## src/rtl/elevator_call_scheduler.sv

```systemverilog
// elevator_call_scheduler
// Collects floor-call presses into a pending bitmap and feeds one target floor
// at a time to the elevator controller using collective (SCAN) scheduling:
// the car keeps its travel direction while calls remain ahead, then reverses.
module elevator_call_scheduler #(
    parameter int NUM_FLOORS = 10
) (
    input  logic                  clk,
    input  logic                  reset,
    input  logic [NUM_FLOORS-1:0] call_btn,
    input  logic [3:0]            current_floor,
    input  logic                  open_door,
    input  logic                  rescue,
    output logic [3:0]            requested_floor,
    output logic [NUM_FLOORS-1:0] pending,
    output logic                  dir_up,
    output logic                  dir_down,
    output logic                  busy
);

    localparam logic [1:0] ST_IDLE = 2'd0;
    localparam logic [1:0] ST_UP   = 2'd1;
    localparam logic [1:0] ST_DOWN = 2'd2;

    logic [NUM_FLOORS-1:0] sync1_r;
    logic [NUM_FLOORS-1:0] sync2_r;
    logic [NUM_FLOORS-1:0] edge_q_r;
    logic                  door_q_r;
    logic [NUM_FLOORS-1:0] pending_r;
    logic [1:0]            state_r;
    logic [3:0]            req_r;
    logic                  dir_up_r;
    logic                  dir_down_r;

    logic [NUM_FLOORS-1:0] press_s;
    logic                  door_rise_s;
    logic                  floor_valid_s;
    logic [NUM_FLOORS-1:0] pending_next_s;

    logic                  here_s;
    logic                  above_found_s;
    logic [3:0]            above_floor_s;
    logic                  below_found_s;
    logic [3:0]            below_floor_s;
    logic [3:0]            dist_up_s;
    logic [3:0]            dist_down_s;
    logic [1:0]            next_state_s;
    logic [3:0]            next_req_s;

    assign press_s       = sync2_r & ~edge_q_r;
    assign door_rise_s   = open_door & ~door_q_r;
    assign floor_valid_s = (current_floor < 4'(NUM_FLOORS));

    // Two-flop synchroniser plus edge flop so a held button yields one pulse
    always_ff @(posedge clk) begin
        if (reset) begin
            sync1_r  <= '0;
            sync2_r  <= '0;
            edge_q_r <= '0;
        end else begin
            sync1_r  <= call_btn;
            sync2_r  <= sync1_r;
            edge_q_r <= sync2_r;
        end
    end

    // Previous door state for door-open edge detection
    always_ff @(posedge clk) begin
        if (reset) begin
            door_q_r <= 1'b0;
        end else begin
            door_q_r <= open_door;
        end
    end

    // Next pending bitmap: rescue flush, otherwise set on press / clear on arrival
    always_comb begin
        pending_next_s = pending_r;
        if (rescue) begin
            pending_next_s = '0;
        end else begin
            for (int i = 0; i < NUM_FLOORS; i++) begin
                // A press for the floor whose door is already open is being served
                if (press_s[i] && !(open_door && (current_floor == 4'(i)))) begin
                    pending_next_s[i] = 1'b1;
                end else if (door_rise_s && (current_floor == 4'(i))) begin
                    pending_next_s[i] = 1'b0;
                end else begin
                    pending_next_s[i] = pending_r[i];
                end
            end
        end
    end

    // Pending-call bitmap register
    always_ff @(posedge clk) begin
        if (reset) begin
            pending_r <= '0;
        end else begin
            pending_r <= pending_next_s;
        end
    end

    // Priority scans of the pending bitmap relative to the current floor
    always_comb begin
        here_s        = 1'b0;
        above_found_s = 1'b0;
        above_floor_s = 4'd0;
        below_found_s = 1'b0;
        below_floor_s = 4'd0;
        // Descending scan: the last hit above the car is the nearest one above
        for (int i = NUM_FLOORS - 1; i >= 0; i--) begin
            if (pending_r[i] && (4'(i) > current_floor)) begin
                above_found_s = 1'b1;
                above_floor_s = 4'(i);
            end else begin
                above_found_s = above_found_s;
            end
        end
        // Ascending scan: the last hit below the car is the nearest one below
        for (int i = 0; i < NUM_FLOORS; i++) begin
            if (pending_r[i] && (4'(i) < current_floor)) begin
                below_found_s = 1'b1;
                below_floor_s = 4'(i);
            end else begin
                below_found_s = below_found_s;
            end
            if (pending_r[i] && (4'(i) == current_floor)) begin
                here_s = 1'b1;
            end else begin
                here_s = here_s;
            end
        end
    end

    assign dist_up_s   = above_floor_s - current_floor;
    assign dist_down_s = current_floor - below_floor_s;

    // Scheduler next state and target; target holds when the state has none
    always_comb begin
        next_state_s = state_r;
        next_req_s   = req_r;
        if (rescue) begin
            next_state_s = ST_IDLE;
            if (floor_valid_s) begin
                next_req_s = current_floor;
            end else begin
                next_req_s = req_r;
            end
        end else if (!floor_valid_s) begin
            next_state_s = state_r;
            next_req_s   = req_r;
        end else begin
            case (state_r)
                ST_IDLE: begin
                    if (here_s) begin
                        next_state_s = ST_IDLE;
                        next_req_s   = current_floor;
                    end else if (above_found_s && (!below_found_s || (dist_up_s <= dist_down_s))) begin
                        next_state_s = ST_UP;
                        next_req_s   = above_floor_s;
                    end else if (below_found_s) begin
                        next_state_s = ST_DOWN;
                        next_req_s   = below_floor_s;
                    end else begin
                        next_state_s = ST_IDLE;
                        next_req_s   = current_floor;
                    end
                end
                ST_UP: begin
                    if (here_s) begin
                        next_req_s = current_floor;
                    end else if (above_found_s) begin
                        next_req_s = above_floor_s;
                    end else if (below_found_s) begin
                        next_state_s = ST_DOWN;
                    end else begin
                        next_state_s = ST_IDLE;
                    end
                end
                ST_DOWN: begin
                    if (here_s) begin
                        next_req_s = current_floor;
                    end else if (below_found_s) begin
                        next_req_s = below_floor_s;
                    end else if (above_found_s) begin
                        next_state_s = ST_UP;
                    end else begin
                        next_state_s = ST_IDLE;
                    end
                end
                default: begin
                    next_state_s = ST_IDLE;
                    next_req_s   = req_r;
                end
            endcase
        end
    end

    // State, target and direction flags
    always_ff @(posedge clk) begin
        if (reset) begin
            state_r    <= ST_IDLE;
            req_r      <= 4'd0;
            dir_up_r   <= 1'b0;
            dir_down_r <= 1'b0;
        end else begin
            state_r    <= next_state_s;
            req_r      <= next_req_s;
            dir_up_r   <= (next_state_s == ST_UP);
            dir_down_r <= (next_state_s == ST_DOWN);
        end
    end

    assign requested_floor = req_r;
    assign pending         = pending_r;
    assign dir_up          = dir_up_r;
    assign dir_down        = dir_down_r;
    assign busy            = |pending_r;

endmodule

```

## config.mk

```make
export PLATFORM = sky130hd
export DESIGN_NAME = elevator_call_scheduler
export DESIGN_NICKNAME = d
export VERILOG_FILES = /design/src/rtl/elevator_call_scheduler.sv
export SDC_FILE = /design/constraint.sdc
export NUM_CORES = 1
export LEC_CHECK = 0
export CORE_MARGIN = 8
export CORE_UTILIZATION = 61
export CTS_BUF_LIST = sky130_fd_sc_hd__clkbuf_8
export DETAILED_ROUTE_END_ITERATION = 12
export DONT_BUFFER_PORTS = 1
export PLACE_DENSITY = 0.77
export SKIP_LAST_GASP = 1
export SLEW_MARGIN = 20
export SYNTH_ARGS = -nofsm -noshare
export SYNTH_HDL_FRONTEND = slang
export SYNTH_SLANG_ARGS = --single-unit
```

## constraint.sdc

```tcl
create_clock -name clk -period 11.75 [get_ports clk]
set_input_delay 2.9375 -clock clk [delete_from_list [all_inputs] [get_ports clk]]
set_output_delay 2.9375 -clock clk [all_outputs]
set_load 0.005 [all_outputs]
```

==> out/results.md <==
| Item | This run | Unit |
| --- | --- | --- |
| Syn nets | 385 | - |
| Class of the most critical hold timing path | flip-flop to flip-flop | - |
| Count of unique library cells instantiated by Yosys | 68 | - |
| Clock Skews | 0.004651 | ns |
| Via total after detailed routing | 2,631 | - |
| Number of setup buffers added after CTS | 0 | - |
| Endpoint arrival time on the critical path | 6.51 | ns |
| GRT Total Usage | 0.1960 | - |
| Worst path buffer plus inverter count | 0 | - |
| Largest cells by area after synthesis | dfxtp_1 32%, nor2b_1 8.9%, ha_1 5.8% | - |
| DR DRC count | 0 | - |
| Slowest cell on crit path | a2111o_1 | - |
| Routed wirelength normalized by instance count | 17.64 | microns |
| Starting Density | 0.6355 | - |
| Number of max-cap violations | 0 | - |
| Final setup violation count | 0 | - |
| Sequential share of the synthesized area | 0.3246 | - |
| Most common cell after layout, fill and taps aside | dfxtp_1 | - |
| Worst Max-Slew Pin Slew | 0.7289 | ns |
| Port-buffer cells | 0 | - |
| Pwr per Cell Area | 115.3 | nW/um^2 |
| Clock tree from TritonCTS | built | - |
| Number of nets still failing antenna checks after routing | 0 | - |
| Overall power of the completed layout | 358.9 | uW |
| Cell area after technology mapping | 3022 | sq um |
| Height of the die | 86.38 | microns |
| Area leader, netlist | dfxtp_1 | - |
| Routability Congestion | 0.9256 | - |
| Classification of the worst setup path | input pin to flip-flop | - |
| Peak VDD IR | 0.1492 | mV |
| Overflow left after global routing | 0 | - |
| Worst setup EP type | flip-flop | - |
| Total negative slack | 0 | ns |
| Worst r2r src | pending[3] | - |
| Drt pass-1 iters | 5 | - |
| Initial antenna violation count | 0 | - |
| Post-synth EDFFs | 0 | - |
| Leak | 1.195 | nW |
| IO Pins | 35 | - |
| Number of buffers between clock root and the deepest sink | 2 | - |
| Top achievable clock speed | 159.4 | MHz |
| Clock root cell | clkbuf_8 | - |
| Post-DR vias/cell | 6.433 | - |
| Delay of the slowest critical-path stage | 0.48 | ns |
| P&R area growth vs syn | 2.981 | % |
| Largest fanout of any net on the critical path | 29 | - |
| CTS Sinks | 49 | - |
| Top Family by Delay on Critical Path | compound AO/OA/AOI/OAI gates | - |
| Die area | 7462 | sq um |
| Number of max-slew violations in the final report | 0 | - |
| Vias in the first global route | 2,448 | - |
| Final number of hold-violating endpoints | 0 | - |
| Total core area | 4755 | sq um |
| Post-synthesis register bit count | 49 | - |
| Synthesized area divided by synthesized cell count | 8.609 | sq um |
| CP Cell Sequence | nor2_1, o21a_1, a21o_1, and2_1, ha_1, a21o_1, a21oi_1, xnor2_1, xnor2_1, ha_1, nand2_1, o21ai_0, nand2_1, a2111o_1, a21oi_2, and2_1 | - |
| Type of origin of the critical path | input pin | - |
| Post-Route WL | 7.214 | mm |
| Resized cells post-CTS | 0 | - |
| Hold Crit Start | sync1_r[5] | - |
| Part of the cycle the worst path needs | 0.5339 | - |
| CTS H-tree lvls | 2 | - |
| Detailed router's first-iteration violation count | 245 | - |
| Detailed placer's ending HPWL | 5.476 | mm |
| CTS clock-pin slew for the worst setup and hold paths | 0.08 | ns |
| Number of hold buffers added after cts | 0 | - |
| Global-route wire length before repair | 11.84 | mm |
| Min Tclk post-route | 6.273 | ns |
| Cell count after placement | 401 | - |
| Share of Yosys cell area claimed by the top area cell type | 0.3246 | - |
| Non-filler cells in the finished layout | 409 | - |
| TritonCTS Buffers | 5 | - |
| Source-to-sink clock delay at the later pin of the worst-skew pair | 0.29 | ns |
| Data required time of the worst path | 11.99 | ns |
| Number of standard cells after synthesis | 351 | - |
| Number of warnings issued by yosys | 0 | - |
| Top_reg_cell synth | dfxtp_1 | - |
| Final net count | 375 | - |
| Source of the critical timing path | current_floor[3] | - |
| Fillcell total | 413 | - |
| Setup repair after global routing missed its margin | no | - |
| Proportion of synthesized flip-flops having asynchronous set or reset | 0 | - |
| Status | completed | - |
| Share of post-route cells with drive strength above 1 | 0.09064 | - |
| Max-Slew Margin vs Limit | 0.5141 | - |
| Maximum number of pins on one net before global-route repair | 37 | - |
| Row cnt | 25 | - |
| Diode count | 0 | - |
| Die boundary width | 86.38 | microns |
| Highest-count cells in the layout ignoring fill and taps | 49 x dfxtp_1, 43 x nor2b_1, 26 x a21oi_1 | - |
-- stage by stage --
stage                     setup slack (ns)  hold WS [ns]    util  cell area, sq um
final                                5.477        0.4397  0.6545              3112
after global routing                 5.079        0.4628  0.6545              3112
after CTS                            5.514        0.4460  0.6545              3112
after detailed placement             5.199        0.4258  0.6292              2992
after global placement               5.350        0.4173  0.6292              2992
after floorplan                      5.436        0.4138       -              3022
-- state kept, by name, indices dropped and copies added (netlist names), 2 cells and up --
signal	count
state_r	2
requested_floor	4
sync2_r	10
pending	10
sync1_r	10
edge_q_r	10
-- routing by layer --
layer / vias up / wire length (microns) / GRT usage
li1: 1251 / - / -
met1: 1238 / 3006 / 0.2272
met2: 114 / 3422 / 0.3347
met3: 28 / 477 / 0.03592
met4: 0 / 308 / 0.1017
met5: - / 0 / 0
-- cell type report --
| class | instances | area [sq um] | area share |
|---|---|---|---|
| Multi-Input combinational cell | 264 | 1848 | 0.5939 |
| Inverter | 21 | 78.83 | 0.02533 |
| Tap cell | 67 | 83.83 | 0.02694 |
| Sequential cell | 49 | 980.9 | 0.3152 |
| Clock buffer | 6 | 82.58 | 0.02654 |
| Clock inverter | 2 | 37.54 | 0.01206 |
-- kinds of logic after synthesis --
logic type               count (synthesis)  share of synthesized area
AO/OA/AOI/OAI                          114                     0.2712
XOR/XNOR                                 5                    0.01450
adder cells (fa/ha/maj)                 16                    0.07122
buffers and inverters                   38                    0.06377
flip-flops                              49                     0.3246
multiplexers                             1                   0.003313
AND/OR/NAND/NOR                        128                     0.2513
-- worst paths after layout --
| path | to | slack, ns | cells past startpoint |
|---|---|---|---|
| setup / recovery | dir_down | 5.48 | 16 |
| hold / removal | sync2_r[5] | 0.44 | 1 |
| setup reg to reg | dir_down | 7.60 | 17 |
| hold reg to reg | sync2_r[5] | 0.44 | 1 |
-- where the power goes --
| group | internal [mW] | total (mW) | switching, mW |
|---|---|---|---|
| logic | 0.0257 | 0.0604 | 0.0347 |
| registers | 0.173 | 0.177 | 0.00471 |
| clock network | 0.0691 | 0.121 | 0.0518 |
| total | 0.268 | 0.359 | 0.0913 |
-- synth_stat cells (3+ instances only) --
cell type,n
a31oi_1,7
nand4_1,3
nor2b_1,43
a21oi_1,26
buf_4,5
xnor2_1,3
inv_1,20
and2_1,4
nand2b_1,7
or2_2,5
buf_6,4
o21ai_0,21
o31ai_1,4
nor3_1,4
o21a_1,5
a221oi_1,5
a21o_1,7
and3_1,3
ha_1,14
dfxtp_1,49
a211oi_1,4
nand3_1,12
nand2_1,14
clkbuf_1,7
nor2_1,14
Note: power is estimated with default switching activity, not from simulation.
